**config.mk**
```make
export PLATFORM = sky130hd
export DESIGN_NAME = insn_pack
export DESIGN_NICKNAME = d
export VERILOG_FILES = /design/src/rtl/insn_pack.sv
export SDC_FILE = /design/constraint.sdc
export NUM_CORES = 1
export LEC_CHECK = 0
export CAP_MARGIN = 20
export CORE_MARGIN = 2
export CORE_UTILIZATION = 40
export CTS_CLUSTER_SIZE = 16
export DETAILED_ROUTE_END_ITERATION = 10
export GPL_ROUTABILITY_DRIVEN = 0
export HOLD_SLACK_MARGIN = 0.12
export PLACE_DENSITY = 0.69
export SETUP_SLACK_MARGIN = 0.15
export SYNTH_ARGS = -nofsm -noshare
export SYNTH_HDL_FRONTEND = slang
export SYNTH_SLANG_ARGS = --single-unit
```
**constraint.sdc**
```tcl
create_clock -name clk -period 2.3 [get_ports clk]
set_input_delay 0.23 -clock clk [delete_from_list [all_inputs] [get_ports clk]]
set_output_delay 0.23 -clock clk [all_outputs]
set_load 0.03 [all_outputs]
```
**src/rtl/insn_pack.sv**
```systemverilog
// RV32I instruction encoder with a valid/ready input and a small output FIFO.
// Define INSN_PACK_RANGE_CHK_EN to flag unrepresentable immediates / illegal fmt on err.
module insn_pack #(
   parameter int DEPTH = 2,
   parameter int CNT_W = 8
) (
   input  logic             clk,
   input  logic             rst,
   input  logic             in_valid,
   output logic             in_ready,
   input  logic [2:0]       fmt,
   input  logic [6:0]       opcode,
   input  logic [4:0]       rd,
   input  logic [4:0]       rs1,
   input  logic [4:0]       rs2,
   input  logic [2:0]       funct3,
   input  logic [6:0]       funct7,
   input  logic [31:0]      imm,
   output logic             out_valid,
   input  logic             out_ready,
   output logic [31:0]      insn,
   output logic             err,
   output logic [CNT_W-1:0] err_cnt
);

   localparam int AW = $clog2(DEPTH);
   localparam logic [AW:0] FULL = (AW+1)'(DEPTH);

   localparam logic [2:0] FMT_R = 3'd0;
   localparam logic [2:0] FMT_I = 3'd1;
   localparam logic [2:0] FMT_S = 3'd2;
   localparam logic [2:0] FMT_B = 3'd3;
   localparam logic [2:0] FMT_U = 3'd4;
   localparam logic [2:0] FMT_J = 3'd5;

   logic [31:0]   pk_insn;
   logic          pk_err;
   logic          push;
   logic          pop;
   logic [AW-1:0] wr_ptr;
   logic [AW-1:0] rd_ptr;
   logic [AW:0]   count;
   logic [32:0]   mem [DEPTH];
   logic [32:0]   last_q;
   logic [32:0]   head;

   // Packing is purely combinational; out-of-range immediates are simply truncated.
   always_comb begin
      pk_insn = 32'h0;
      case (fmt)
         FMT_R: pk_insn = {funct7, rs2, rs1, funct3, rd, opcode};
         FMT_I: pk_insn = {imm[11:0], rs1, funct3, rd, opcode};
         FMT_S: pk_insn = {imm[11:5], rs2, rs1, funct3, imm[4:0], opcode};
         FMT_B: pk_insn = {imm[12], imm[10:5], rs2, rs1, funct3, imm[4:1], imm[11], opcode};
         FMT_U: pk_insn = {imm[31:12], rd, opcode};
         FMT_J: pk_insn = {imm[20], imm[10:1], imm[11], imm[19:12], rd, opcode};
         default: pk_insn = 32'h0;
      endcase
   end

`ifdef INSN_PACK_RANGE_CHK_EN
   always_comb begin
      pk_err = 1'b0;
      case (fmt)
         FMT_R:        pk_err = 1'b0;
         FMT_I, FMT_S: pk_err = !((&imm[31:11]) || !(|imm[31:11]));
         FMT_B:        pk_err = !((&imm[31:12]) || !(|imm[31:12])) || imm[0];
         FMT_U:        pk_err = |imm[11:0];
         FMT_J:        pk_err = !((&imm[31:20]) || !(|imm[31:20])) || imm[0];
         default:      pk_err = 1'b1;
      endcase
   end

   // Counts accepted err words, sticking at all-ones.
   always_ff @(posedge clk or posedge rst) begin
      if (rst) begin
         err_cnt <= '0;
      end else if (push && pk_err && (err_cnt != '1)) begin
         err_cnt <= err_cnt + 1'b1;
      end
   end
`else
   assign pk_err  = 1'b0;
   assign err_cnt = '0;
`endif

   assign in_ready  = !rst && (count != FULL);
   assign out_valid = (count != '0);
   assign push      = in_valid && in_ready;
   assign pop       = out_valid && out_ready;

   always_ff @(posedge clk) begin
      if (push) begin
         mem[wr_ptr] <= {pk_err, pk_insn};
      end
   end

   always_ff @(posedge clk or posedge rst) begin
      if (rst) begin
         wr_ptr <= '0;
         rd_ptr <= '0;
         count  <= '0;
         last_q <= '0;
      end else begin
         if (push) begin
            wr_ptr <= wr_ptr + 1'b1;
         end
         if (pop) begin
            rd_ptr <= rd_ptr + 1'b1;
            last_q <= mem[rd_ptr];
         end
         case ({push, pop})
            2'b10:   count <= count + 1'b1;
            2'b01:   count <= count - 1'b1;
            default: count <= count;
         endcase
      end
   end

   // Once drained, the outputs keep showing the last word handed out.
   assign head = out_valid ? mem[rd_ptr] : last_q;
   assign insn = head[31:0];
   assign err  = head[32];

endmodule

```
==> impl_metrics.yaml, run 1 <==
sta:
  finalWorstPathRequiredPeriod_ns: 2.04
  slew_violations: 0
  timing.slew.headroom: 0.561
  rsz0062_at_grt: "no"
  setup_tns_ns: 0
  finClkSkew_ns: 0.00933
  worst_slew_pin_slew_ns: 0.657
  setup_violations: 0
  period_share: 0.887
  hold_viol: 0
  fmax_mhz: 490
  whs_ns: 0.126
  setup_slack_ns: 0.261
power_and_ir_drop:
  combPwrFrac: 0.510
  power_density_nw_per_um2: 1330
  switching_share: 0.398
  power_w: 0.00833
  power_frac_seq: 0.318
  internal_power_w: 0.00501
  p_sw_w: 0.00332
  p_leak_nw: 2.47
  max-vdd-ir-drop_v: 0.000575
  p_clk_frac: 0.171
floorplan:
  core.rowCount: 39
  start_util: 0.413
  die_w_um: 113
  dieHeight_um: 113
  fp.dieArea_um2: 12800
  ioPinCount: 114
  core_area_um2: 11500
cts:
  cts_root_buf: "clkbuf_16"
  cts_buffers: 9
  clkTransAtPathRegs_ns: 0.07
  cts_tree: "yes"
  cts_sinks: 100
  clockBufferDepth: 2
  insertion_delay_ns: 0.34
  post_cts_buffers: 0
  cts_max_level: 3
detailed_routing:
  routed_wl_mm: 9.53
  routed_via_density: 4.93
  drt-initial-drc-count: 141
  drc_errors: 3
  wire_per_inst_um: 14.8
  antenna_left: 0
  vias: 3177
  first_pass_iters: 7
worst_setup_path:
  cp-start-kind: "flip-flop"
  cp_slowest_stage_delay_ns: 0.54
  end_kind: "output pin"
  slowest_stage: "dfrtp_1"
  reg2reg_to: "count[1]"
  r2r_slack_ns: 0.40
  cp_max_fo: 16
  reg2reg_depth: 6
  path_cells: "or2_4, buf_4, nor2_1, a21oi_2, buf_4"
  r2r-start: "count[0]"
  path_class: "reg -> out"
  required_ns: 2.07
  crit_arrival_ns: 1.81
  crit_top_cell: "buf_4"
yosys:
  synthCells: 393
  synthXorXnorAreaFrac: 0.00920
  synthMuxAreaShare: 0.0760
  ys_ff_latch: 100
  synth_area_um2: 4760
  yosys.area_share.simple: 0.0886
  synth_top_family_by_area: "compound AO/OA/AOI/OAI gates"
  ys_types: 34
  synth_fa_ha_area_frac: 0.00263
  yosys_warnings: 0
  synth_compound_area_frac: 0.165
  avgSynthCellArea_um2: 12.1
  ys_seq_area_frac: 0.593
flow_run:
  maxCapViolCount: 0
global_route:
  grt_usage: 0.152
  grt_pass1_wl_mm: 15.2
  grt_max_degree: 38
  gr-max-usage-layer: "met2"
  antenna_found_initial: 0
  grtUsageMet3: 0.0214
  grt.overflow.total: 0
  grt_pass1_vias: 3062
  grt_use_met2: 0.250
  grt_use_met1: 0.209
hold_path:
  hp-class: "in -> async"
place:
  hpwlAfterDp_mm: 7.00
  portBuffers: 104
  place_ws_ns: 0.201
status:
  violations: "DRC"
  outcome: "finished with violations"
layout:
  antennaDiodeCount: 0
  syn_to_final_growth_pct: 32.0
  finalNetCount: 568
  layout_common_cells: "clkdlybuf4s50_1, edfxtp_1, nand2_1"
  final_layout_size_suffix_gt1_frac: 0.240
  final_common_cell: "clkdlybuf4s50_1"
==> power by group through the flow <==
stage	logic [W]	clock network, W	registers, W
5_1_grt	0.00452	0.00153	0.00271
3_3_place_gp	0.00423	0	0.00266
4_1_cts	0.00431	0.00146	0.00265
3_5_place_dp	0.00428	0	0.00269
2_1_floorplan	0.00271	0	0.00262
6_report	0.00425	0.00143	0.00265
==> worst max-delay path, delay by kind of cell, from the launching register on <==
family,cells,cell delay (ns)
buffers and inverters,2,0.45
AO/OA/AOI/OAI,1,0.11
flip-flops,1,0.54
AND/OR/NAND/NOR,2,0.37
==> how the worst max path moves through the flow <==
stage,from,endpoint,slack (ns),cells past startpoint
floorplan,rst,mem[1][0],0.31,3
detailed placement,fmt[2],mem[1][25],0.20,4
CTS,count[0],insn[2],0.26,5
finish,count[0],insn[2],0.26,5
global route,count[0],insn[0],0.16,5
global placement,fmt[2],mem[0][25],0.30,4
==> cells in the mapped netlist <==
| cell type | number | area (um2) |
|---|---|---|
| o21ai_1 | 5 | 25.0 |
| o22ai_1 | 6 | 37.5 |
| clkbuf_1 | 2 | 7.51 |
| nand3_1 | 1 | 5.00 |
| a21oi_2 | 33 | 289 |
| o21ai_2 | 1 | 8.76 |
| o21a_1 | 2 | 15.0 |
| a22o_1 | 5 | 43.8 |
| ha_1 | 1 | 12.5 |
| edfxtp_1 | 64 | 1920 |
| a21oi_1 | 1 | 5.00 |
| nor2_2 | 17 | 106 |
| mux2i_1 | 35 | 350 |
| buf_8 | 2 | 30.0 |
| buf_6 | 5 | 56.3 |
| inv_1 | 12 | 45.0 |
| a22oi_1 | 16 | 120 |
| o2bb2ai_1 | 4 | 35.0 |
| dfrtp_1 | 36 | 901 |
| and2_1 | 7 | 43.8 |
| o21ai_0 | 36 | 180 |
| xnor2_1 | 5 | 43.8 |
| nor2b_1 | 3 | 18.8 |
| o211ai_1 | 1 | 7.51 |
| mux2_2 | 1 | 11.3 |
| nor4bb_1 | 1 | 10.0 |
| or2_1 | 1 | 6.26 |
| nand2_1 | 41 | 154 |
| a211o_1 | 2 | 17.5 |
| conb_1 | 1 | 3.75 |
| and3_1 | 1 | 6.26 |
| buf_4 | 16 | 120 |
| buf_2 | 10 | 50.1 |
| nor2_1 | 19 | 71.3 |
==> registers in the layout (all words and copies together) (netlist names) <==
signal  cells
count       2
mem        64
last_q     32
rd_ptr      1
wr_ptr      1
==> logic make-up after synthesis <==
logic type,after synthesis
adder cells (fa/ha/maj),1
other,1
XOR/XNOR,5
flip-flops,100
multiplexers,36
buffers and inverters,47
AO/OA/AOI/OAI,112
AND/OR/NAND/NOR,91
==> timing repair <==
item                                    in CTS  in global routing
hold buffers                                 0                  0
endpoints found under the setup margin       7                  0
gates resized for setup                      0                  0
endpoints found under the hold margin        0                  0
==> per-stage QoR <==
step                       util  std cells  cell area (um2)
after floorplan               -        401             4800
after global placement    0.520        627             5990
after detailed placement  0.520        627             5990
after CTS                 0.546        644             6280
after global routing      0.546        644             6280
final                     0.546        644             6280
==> per-layer routing <==
metal  routed length [um]  up-vias  share of wire
met3                  468       10          0.049
met1                 4370     1469           0.46
li1                     -     1599              -
met2                 4560       99           0.48
met4                  138        0          0.014
met5                    0        -              0
==> layout make-up <==
| cell class | instances | area, um2 |
|---|---|---|
| Clock buffer | 10 | 229 |
| Clock inverter | 6 | 57.6 |
| Fill cell | 968 | 5230 |
| Inverter | 12 | 48.8 |
| Multi-Input combinational cell | 255 | 1680 |
| Sequential cell | 100 | 2820 |
| Tap cell | 143 | 179 |
| Timing Repair Buffer | 118 | 1260 |
Power figures use the tool's default switching activity.
==> run 2, diff against run 1 <==
==> constraint.sdc (replaced) <==
create_clock -name clk -period 2.3 [get_ports clk]
set_input_delay 0.46 -clock clk [delete_from_list [all_inputs] [get_ports clk]]
set_output_delay 0.46 -clock clk [all_outputs]
set_load 0.03 [all_outputs]
==> run 2 against run 1 <==
- the flow still finishes with violations (DRC)
- die area is the same
- critical path depth fell by 1
- fmax down 2.3%
- register-to-register slack better by 0.19 ns
- clock-buffer cell count decreased by 1
- non-clock buffer count rose by 2
- power is 0.81% higher
- worst setup slack got worse by 0.048 ns
- combinational power is 2% higher
- sequential share of layout area fell by 0.42 points
- first-iteration DRC count fell by 8.5%
- largest cell class unchanged
==> impl_metrics.yaml, run 2 (synthesized netlist as in run 1, its figures left out) <==
power_and_ir_drop:
  p_clk_frac: 0.169
  max-vdd-ir-drop_v: 0.000544
  power_w: 0.00840
  p_sw_w: 0.00331
  power_frac_seq: 0.314
  power_density_nw_per_um2: 1320
  internal_power_w: 0.00509
  p_leak_nw: 2.49
  switching_share: 0.394
  combPwrFrac: 0.517
layout:
  final_layout_size_suffix_gt1_frac: 0.247
  syn_to_final_growth_pct: 33.4
  antennaDiodeCount: 0
  final_common_cell: "clkdlybuf4s50_1"
  layout_common_cells: "clkdlybuf4s50_1, edfxtp_1, nand2_1"
  finalNetCount: 569
  largest_register: "mem"
  largest_reg_flops: 64
  fin_cells: 645
  largest_registers: "mem (64), last_q (32), count (2)"
cts:
  cts_buffers: 9
  insertion_delay_ns: 0.34
  clockBufferDepth: 2
  cts_sinks: 100
  clkTransAtPathRegs_ns: 0.07
  cts_tree: "yes"
  cts_root_buf: "clkbuf_16"
  cts_max_level: 3
global_route:
  grt_use_met2: 0.251
  grt_pass1_vias: 3049
  grtUsageMet3: 0.0311
  gr-max-usage-layer: "met2"
  grt.overflow.total: 0
  grt_pass1_wl_mm: 14.8
  grt_usage: 0.149
  antenna_found_initial: 0
  grt_use_met1: 0.193
  grt_max_degree: 52
detailed_routing:
  wire_per_inst_um: 14.5
  routed_wl_mm: 9.33
  drc_errors: 3
  drt-initial-drc-count: 129
  antenna_left: 0
  vias: 3155
  routed_via_density: 4.89
  first_pass_iters: 7
sta:
  period_share: 0.907
  finClkSkew_ns: 0.00725
  finalWorstPathRequiredPeriod_ns: 2.09
  worst_slew_pin_slew_ns: 0.632
  slew_violations: 0
  setup_violations: 0
  hold_viol: 0
  setup_tns_ns: 0
  timing.slew.headroom: 0.578
  rsz0062_at_grt: "no"
  fmax_mhz: 479
floorplan:
  start_util: 0.413
  core_area_um2: 11500
  fp.dieArea_um2: 12800
  dieHeight_um: 113
  die_w_um: 113
  ioPinCount: 114
  core.rowCount: 39
worst_setup_path:
  cp-start-kind: "flip-flop"
  end_kind: "output pin"
  r2r-start: "count[0]"
  path_class: "reg -> out"
  cp_max_fo: 29
  r2r_slack_ns: 0.59
  reg2reg_to: "last_q[31]"
  reg2reg_depth: 4
  cp-endpoint: "insn[30]"
  cp-startpoint: "count[1]"
  required_ns: 1.84
  crit_arrival_ns: 1.63
status:
  outcome: "finished with violations"
  violations: "DRC"
flow_run:
  maxCapViolCount: 0
hold_path:
  hp-class: "reg -> reg"
  hold_start: "last_q[7]"
place:
  hpwlAfterDp_mm: 6.87
  place_inst: 626
  portBuffers: 104
run 2: cell count changes in the layout (fill, tap and decap cells not counted), sizes merged:
cell	previous run	this run
clkbuf	10	9
buf	47	49
clkinv	3	4
dlygate4sd2	0	1
or2	2	1
clkdlybuf4s50	71	70
run 2: layer usage:
layer  wire length (um)  share of wire
met3                422          0.045
met2               4660           0.50
met4                110          0.012
met1               4130           0.44
met5                  0              0
run 2: area by class of cell:
class,instances,area [um2]
Clock buffer,9,225
Clock inverter,7,60.1
Fill cell,971,5170
Inverter,12,48.8
Multi-Input combinational cell,254,1710
Sequential cell,100,2830
Tap cell,143,179
Timing Repair Buffer,120,1300
run 2: worst max-delay path, stage by stage (launching register included):
cell and delay [ns]:
dfrtp_1 0.43, or2_4 0.31, buf_12 0.18, a21oi_2 0.21, buf_12 0.15
run 2: worst min-delay path by stage:
stage | endpoint | slack, ns | cells past startpoint
floorplan | count[0] | 0.42 | 1
global placement | last_q[7] | 0.46 | 2
detailed placement | last_q[3] | 0.47 | 2
CTS | last_q[2] | 0.49 | 2
global route | last_q[7] | 0.50 | 2
finish | last_q[7] | 0.48 | 2
run 2: what timing repair did:
item,in CTS,in global routing
hold buffers,0,0
gates resized for setup,3,3
pin swaps,1,0
cloned,0,0
setup endpoints to repair,29,15
setup buffers,1,2
hold endpoints to repair,0,0
run 2: stage by stage:
stage | hold WS, ns | area [um2] | worst slack, ns | utilization
final | 0.480 | 6350 | 0.213 | 0.551
after global routing | 0.502 | 6350 | 0.161 | 0.551
after CTS | 0.486 | 6310 | 0.151 | 0.548
after detailed placement | 0.471 | 6010 | 0.0210 | 0.522
after global placement | 0.462 | 6010 | 0.0444 | 0.522
after floorplan | 0.422 | 4810 | 0.176 | -
run 2: power groups by stage:
stage	combinational (W)	clock (W)	sequential (W)
after floorplan	0.00271	0	0.00262
after global placement	0.00425	0	0.00266
after detailed placement	0.00430	0	0.00269
after CTS	0.00433	0.00147	0.00266
after global routing	0.00464	0.00154	0.00270
final	0.00434	0.00142	0.00264
==> run 3, diff against run 2 <==
- TNS_END_PERCENT: not set -> 5
==> run 3 against run 2 <==
- the flow still finishes with violations (DRC)
- fmax about the same
- clock-buffer cell count unchanged
- non-clock buffer count up 1
- global-route usage unchanged
- via count up 0.22%
- critical path type unchanged
- critical endpoint is now insn[24]
==> impl_metrics.yaml, run 3 (synthesized netlist as in run 1, its figures left out) <==
detailed_routing:
  drc_errors: 3
  antenna_left: 0
  first_pass_iters: 10
  wire_per_inst_um: 14.5
  routed_via_density: 4.89
  drt-initial-drc-count: 120
  vias: 3162
  routed_wl_mm: 9.36
layout:
  finalNetCount: 570
  fin_cells: 646
  final_layout_size_suffix_gt1_frac: 0.249
  final_common_cell: "clkdlybuf4s50_1"
  largest_reg_flops: 64
  syn_to_final_growth_pct: 33.8
  largest_registers: "mem (64), last_q (32), count (2)"
  largest_register: "mem"
  antennaDiodeCount: 0
  layout_common_cells: "clkdlybuf4s50_1, edfxtp_1, nand2_1"
global_route:
  antenna_found_initial: 0
  grt_pass1_wl_mm: 14.8
  grt_max_degree: 52
  grt_usage: 0.149
  grt_pass1_vias: 3049
  grt.overflow.total: 0
cts:
  clkTransAtPathRegs_ns: 0.07
  cts_max_level: 3
  cts_buffers: 9
  insertion_delay_ns: 0.34
  hold_buffers: 0
  cts_sinks: 100
  cts_tree: "yes"
  clockBufferDepth: 2
  cts_root_buf: "clkbuf_16"
sta:
  worst_slew_pin_slew_ns: 0.632
  setup_tns_ns: 0
  rsz0062_at_grt: "yes"
  timing.slew.headroom: 0.578
  fmax_mhz: 479
  period_share: 0.908
  setup_violations: 0
  finalWorstPathRequiredPeriod_ns: 2.09
  hold_viol: 0
  slew_violations: 0
  finClkSkew_ns: 0.00712
floorplan:
  start_util: 0.413
  fp.dieArea_um2: 12800
  dieHeight_um: 113
  core.rowCount: 39
  ioPinCount: 114
  die_w_um: 113
  core_area_um2: 11500
power_and_ir_drop:
  p_sw_w: 0.00334
  internal_power_w: 0.00511
  power_frac_seq: 0.312
  max-vdd-ir-drop_v: 0.000544
  power_density_nw_per_um2: 1330
  p_leak_nw: 2.50
  p_clk_frac: 0.168
  switching_share: 0.395
  combPwrFrac: 0.519
worst_setup_path:
  crit_top_cell: "buf_12"
  path_class: "reg -> out"
  cp_max_fo: 29
  cp_slowest_stage_delay_ns: 0.42
  slowest_stage: "dfrtp_1"
  path_cells: "or2_4, buf_12, nor2_2, a21oi_4, buf_12"
  end_kind: "output pin"
  crit_arrival_ns: 1.63
  cp-start-kind: "flip-flop"
  required_ns: 1.84
status:
  violations: "DRC"
  outcome: "finished with violations"
place:
  place_inst: 626
  portBuffers: 104
  hpwlAfterDp_mm: 6.87
hold_path:
  hp-class: "reg -> reg"
flow_run:
  maxCapViolCount: 0
## run 3: layout make-up
type | instances | area (um2)
Inverter | 12 | 48.8
Fill cell | 973 | 5150
Clock inverter | 7 | 60.1
Multi-Input combinational cell | 254 | 1720
Clock buffer | 9 | 225
Sequential cell | 100 | 2830
Timing Repair Buffer | 121 | 1310
Tap cell | 143 | 179
## run 3: what timing repair did
item | 4_1_cts | 5_1_grt
pin swaps | 0 | 1
endpoints found under the setup margin | 29 | 28
resized for setup | 2 | 6
setup buffers | 0 | 4
## run 3: worst max-delay path: cells and delay by family (launching register included)
| family | cells | cell delay [ns] |
|---|---|---|
| buffers and inverters | 2 | 0.34 |
| AND/OR/NAND/NOR | 2 | 0.46 |
| AO/OA/AOI/OAI | 1 | 0.06 |
| flip-flops | 1 | 0.42 |
## run 3: worst paths after layout
| check | startpoint | end | slack (ns) | depth (start not counted) |
|---|---|---|---|---|
| worst max-delay path | count[1] | insn[24] | 0.21 | 5 |
| worst min-delay path | last_q[2] | last_q[2] | 0.48 | 2 |
| worst max register to register | count[0] | last_q[31] | 0.58 | 4 |
| worst min register to register | last_q[2] | last_q[2] | 0.48 | 2 |
| max in group asynchronous | rst | rd_ptr | 1.31 | 3 |
| min in group asynchronous | rst | wr_ptr | 0.63 | 3 |
## run 3: per-stage QoR
step                hold WS [ns]  worst slack [ns]   util  area, um2  total power, W
finish                     0.481             0.213  0.553       6370         0.00845
CTS                        0.486            0.0674  0.547       6300         0.00843
global route               0.502             0.121  0.553       6370         0.00892
global placement           0.462            0.0444  0.522       6010         0.00691
detailed placement         0.471            0.0210  0.522       6010         0.00699
floorplan                  0.422             0.176      -       4810         0.00533
## run 3: metal layers
layer,up-vias,share of wire,GRT usage
met5,-,0,0
met4,0,0.011,0.0512
met3,7,0.046,0.0311
met2,89,0.50,0.251
met1,1469,0.45,0.193
li1,1597,-,-
## run 3: power by group through the flow
stage | Clock (W) | Combinational (W) | Sequential (W)
2_1_floorplan | 0 | 0.00271 | 0.00262
3_3_place_gp | 0 | 0.00425 | 0.00266
3_5_place_dp | 0 | 0.00430 | 0.00269
4_1_cts | 0.00147 | 0.00430 | 0.00266
5_1_grt | 0.00154 | 0.00468 | 0.00270
6_report | 0.00142 | 0.00439 | 0.00264
==> RTL edit 1 (settings of run 3) <==
Change the parameter `CNT_W` from 8 to 10.
--- a/src/rtl/insn_pack.sv
+++ b/src/rtl/insn_pack.sv
@@ -4,3 +4,3 @@
    parameter int DEPTH = 2,
-   parameter int CNT_W = 8
+   parameter int CNT_W = 10
 ) (
Interface: changed (resized err_cnt); port bits go from 114 to 116. The function was not compared with the original's and may differ.
==> RTL edit 1 against run 3 <==
The run still ends with design-rule violations left; largest cell class unchanged; wire length rose by 4.7%; power rose by 0.62%; utilization barely moved; via count rose by 2.9%; setup slack got worse by 0.048 ns; final area barely moved; synthesized area rose by 0.32%; sequential cell count did not move; hold slack got worse by 0.0023 ns; largest power group unchanged.
==> RTL edit 1: results (changes against run 3) <==
grt:
  grt.met3_usage_pct: 2.303  # was 3.107%
  grt_pass1_wl_um: 15950  # was 14820 um
  met2_usage_pct: 26.91  # was 25.15%
  grt_pass1_vias: 3175  # was 3049
layout:
  drive_gt1_share_pct: 25.20  # was 24.85%
  final_nets: 575  # was 570
detailed_routing:
  wl_met2_um: 4871  # was 4641 um
  firstDrtPassIters: 7  # was 10
  met3_length_um: 451  # was 433 um
  drt-total-wl_um: 9794  # was 9358 um
  drc: 3  # unchanged
  wl_per_cell_um: 15.04  # was 14.49 um
  viasPerCell: 4.998  # was 4.895
  wirelength_met1_um: 4308  # was 4175 um
placed_design:
  place_area_um2: 6028  # was 6013 um^2
  post-place-cells: 629  # was 626
  place_hpwl_um: 7035  # was 6869 um
  detailedPlace.worstSlack_ns: 0.02766  # was 0.02102 ns
timing:
  fin_skew_ns: 0.006928  # was 0.007121 ns
  hold_ws_ns: 0.4792  # was 0.4814 ns
  tightest_slew_ns: 0.6238  # was 0.6324 ns
status:
  status: "finished, violations left"  # unchanged
  violations: "design-rule violations"  # unchanged
synthesis:
  synth_fa_ha_area_share_pct: 0.2621  # was 0.2629%
  synth_compound_area_share_pct: 16.43  # was 16.48%
  synth-xor-area-share_pct: 0.9172  # was 0.9201%
clock_tree:
  cts_setup_buffers: 3  # was 0
  cts_resized: 1  # was 2
setup_path:
  r2r_end: "last_q[8]"  # was last_q[31]
  r2r_setup_slack_ns: 0.52  # was 0.58 ns
  slowest_delay_ns: 0.48  # was 0.42 ns
  arrival_ns: 1.68  # was 1.63 ns
power_and_ir_drop:
  irDropWorstVdd_uv: 571.8  # was 543.7 uV
  power.leakage_nw: 2.513  # was 2.503 nW
worst_hold_path:
  hp-start: "last_q[3]"  # was last_q[2]
==> RTL edit 1: changes by cell type after synthesis, sizes merged <==
cell,delta
buf,+2
==> RTL edit 1: area by class of cell <==
class,instances,area (um^2),share of cell area (%)
sequential,100,2826,44.35
multi-input combinational,257,1694,26.59
timing repair buffer,123,1329,20.85
clock buffer,10,239.0,3.750
tap,143,178.9,2.808
clock inverter,6,56.30,0.8836
inverter,12,48.80,0.7658
==> RTL edit 1: power by group through the flow <==
stage,Combinational (mW),Sequential [mW],Clock (mW)
5_1_grt,4.70,2.70,1.56
4_1_cts,4.41,2.67,1.49
6_report,4.40,2.65,1.45
3_5_place_dp,4.35,2.69,0
3_3_place_gp,4.28,2.66,0
2_1_floorplan,2.72,2.62,0
==> RTL edit 1: worst register-to-register path, cell delays in order (launching register included) <==
cell and delay, ns:
dfrtp_2 0.44, buf_4 0.17, o21ai_4 0.36, buf_4 0.49
o21ai_0 0.19
==> RTL edit 2 (settings of run 3) <==
Made on the original files. Put a register stage on the output `err`, cleared by the reset. The value now appears one clock later. The other outputs are not delayed to match.
--- a/src/rtl/insn_pack.sv
+++ b/src/rtl/insn_pack.sv
@@ -122,3 +122,9 @@
    assign insn = head[31:0];
-   assign err  = head[32];
+   always_ff @(posedge clk or posedge rst) begin
+      if (rst) begin
+         err <= '0;
+      end else begin
+         err <= head[32];
+      end
+   end
 
Behaviour: same outputs for any inputs over 10 cycles, from zero or initial values and one cycle with rst high; that may be too few to reach the edited logic, so the function may still have changed.
==> RTL edit 2 against run 3 <==
The flow still finishes with violations (design-rule violations); clock skew rose by 0.0028 ns; synthesized area down 0.34%; highest routed layer unchanged; setup slack got worse by 0.032 ns; power fell by 0.71%; wire length up 0.89%; critical path depth decreased by 1; global-route usage rose by 0.45 points; largest cell class unchanged; sequential cell count stayed put; final area decreased by 0.51%.
==> RTL edit 2: results (changes against run 3) <==
placed_design:
  post-place-cells: 625  # was 626
  detailedPlace.worstSlack_ns: 0.03250  # was 0.02102 ns
  place_hpwl_um: 6886  # was 6869 um
layout:
  nonClkBufAreaFrac_pct: 20.93  # was 20.57%
  final_nets: 572  # was 570
  seq_share_pct: 44.59  # was 44.36%
  final-clk-cell-share_pct: 4.404  # was 4.479%
  multi_input_area_share_pct: 26.48  # was 27.01%
  nFlopsAndLatches: 100  # unchanged
  fin_util_pct: 55.02  # was 55.30%
timing:
  max_freq_mhz: 471.9  # was 479.0 MHz
power_and_ir_drop:
  comb_power_share_pct: 51.5  # was 51.9%
  irDropWorstVdd_uv: 572.0  # was 543.7 uV
  power.leakage_nw: 2.485  # was 2.503 nW
  switchingPower_mw: 3.306  # was 3.339 mW
detailed_routing:
  wl_per_cell_um: 14.59  # was 14.49 um
  met3_length_um: 466  # was 433 um
  drc: 5  # was 3
  wl_met2_um: 4628  # was 4641 um
  drtIter0Drc: 149  # was 120
  wirelength_met1_um: 4226  # was 4175 um
  vias: 3198  # was 3162
  firstDrtPassIters: 7  # was 10
worst_hold_path:
  worstHoldEndpoint: "last_q[5]"  # was last_q[2]
  hp-start: "last_q[5]"  # was last_q[2]
grt:
  track_usage_pct: 15.39  # was 14.94%
  grt_pass1_wl_um: 15480  # was 14820 um
setup_path:
  crit_end: "insn[15]"  # was insn[24]
  slowest_stage: "dfrtp_2"  # was dfrtp_1
  slowest_delay_ns: 0.47  # was 0.42 ns
  critPathTopFamily: "flip-flops"  # was simple AND/OR/NAND/NOR gates
synthesis:
  syn_area_per_cell_um2: 12.16  # was 12.11 um^2
  yosys-top-cells-count: "edfxtp_1, nand2_1, dfrtp_1, mux2i_1"  # was edfxtp_1, nand2_1, dfrtp_1, o21ai_0, mux2i_1
status:
  violations: "design-rule violations"  # unchanged
  status: "finished, violations left"  # unchanged
## RTL edit 2: changes by cell type in the layout (fill, tap and decap cells not counted), moves of 3 or more
cell,run 3,this run
mux2i_1,35,31
o21ai_1,5,8
o21ai_0,36,32
a21oi_4,5,0
buf_4,32,38
mux2_2,1,4
a21oi_2,28,32
## RTL edit 2: kinds of logic after synthesis
| family | count (synthesis) | share of synthesized area, % |
|---|---|---|
| simple gates | 88 | 8.494 |
| other cells | 1 | 0.07906 |
| flops | 100 | 59.51 |
| fa+ha+maj | 1 | 0.2637 |
| buf+inv | 47 | 6.515 |
| xor+xnor | 5 | 0.9232 |
| mux | 37 | 7.913 |
| compound gates | 111 | 16.30 |
## RTL edit 2: metal layers
layer	track usage [%]	up-vias
met1	20.84	1482
met2	25.46	108
met4	5.610	0
li1	-	1598
met3	2.196	10
met5	0	-
## RTL edit 2: timing repair
action	4_1_cts	5_1_grt
setup endpoints to repair	29	32
pin swaps	1	0
resized for setup	1	5
setup buffers	2	5
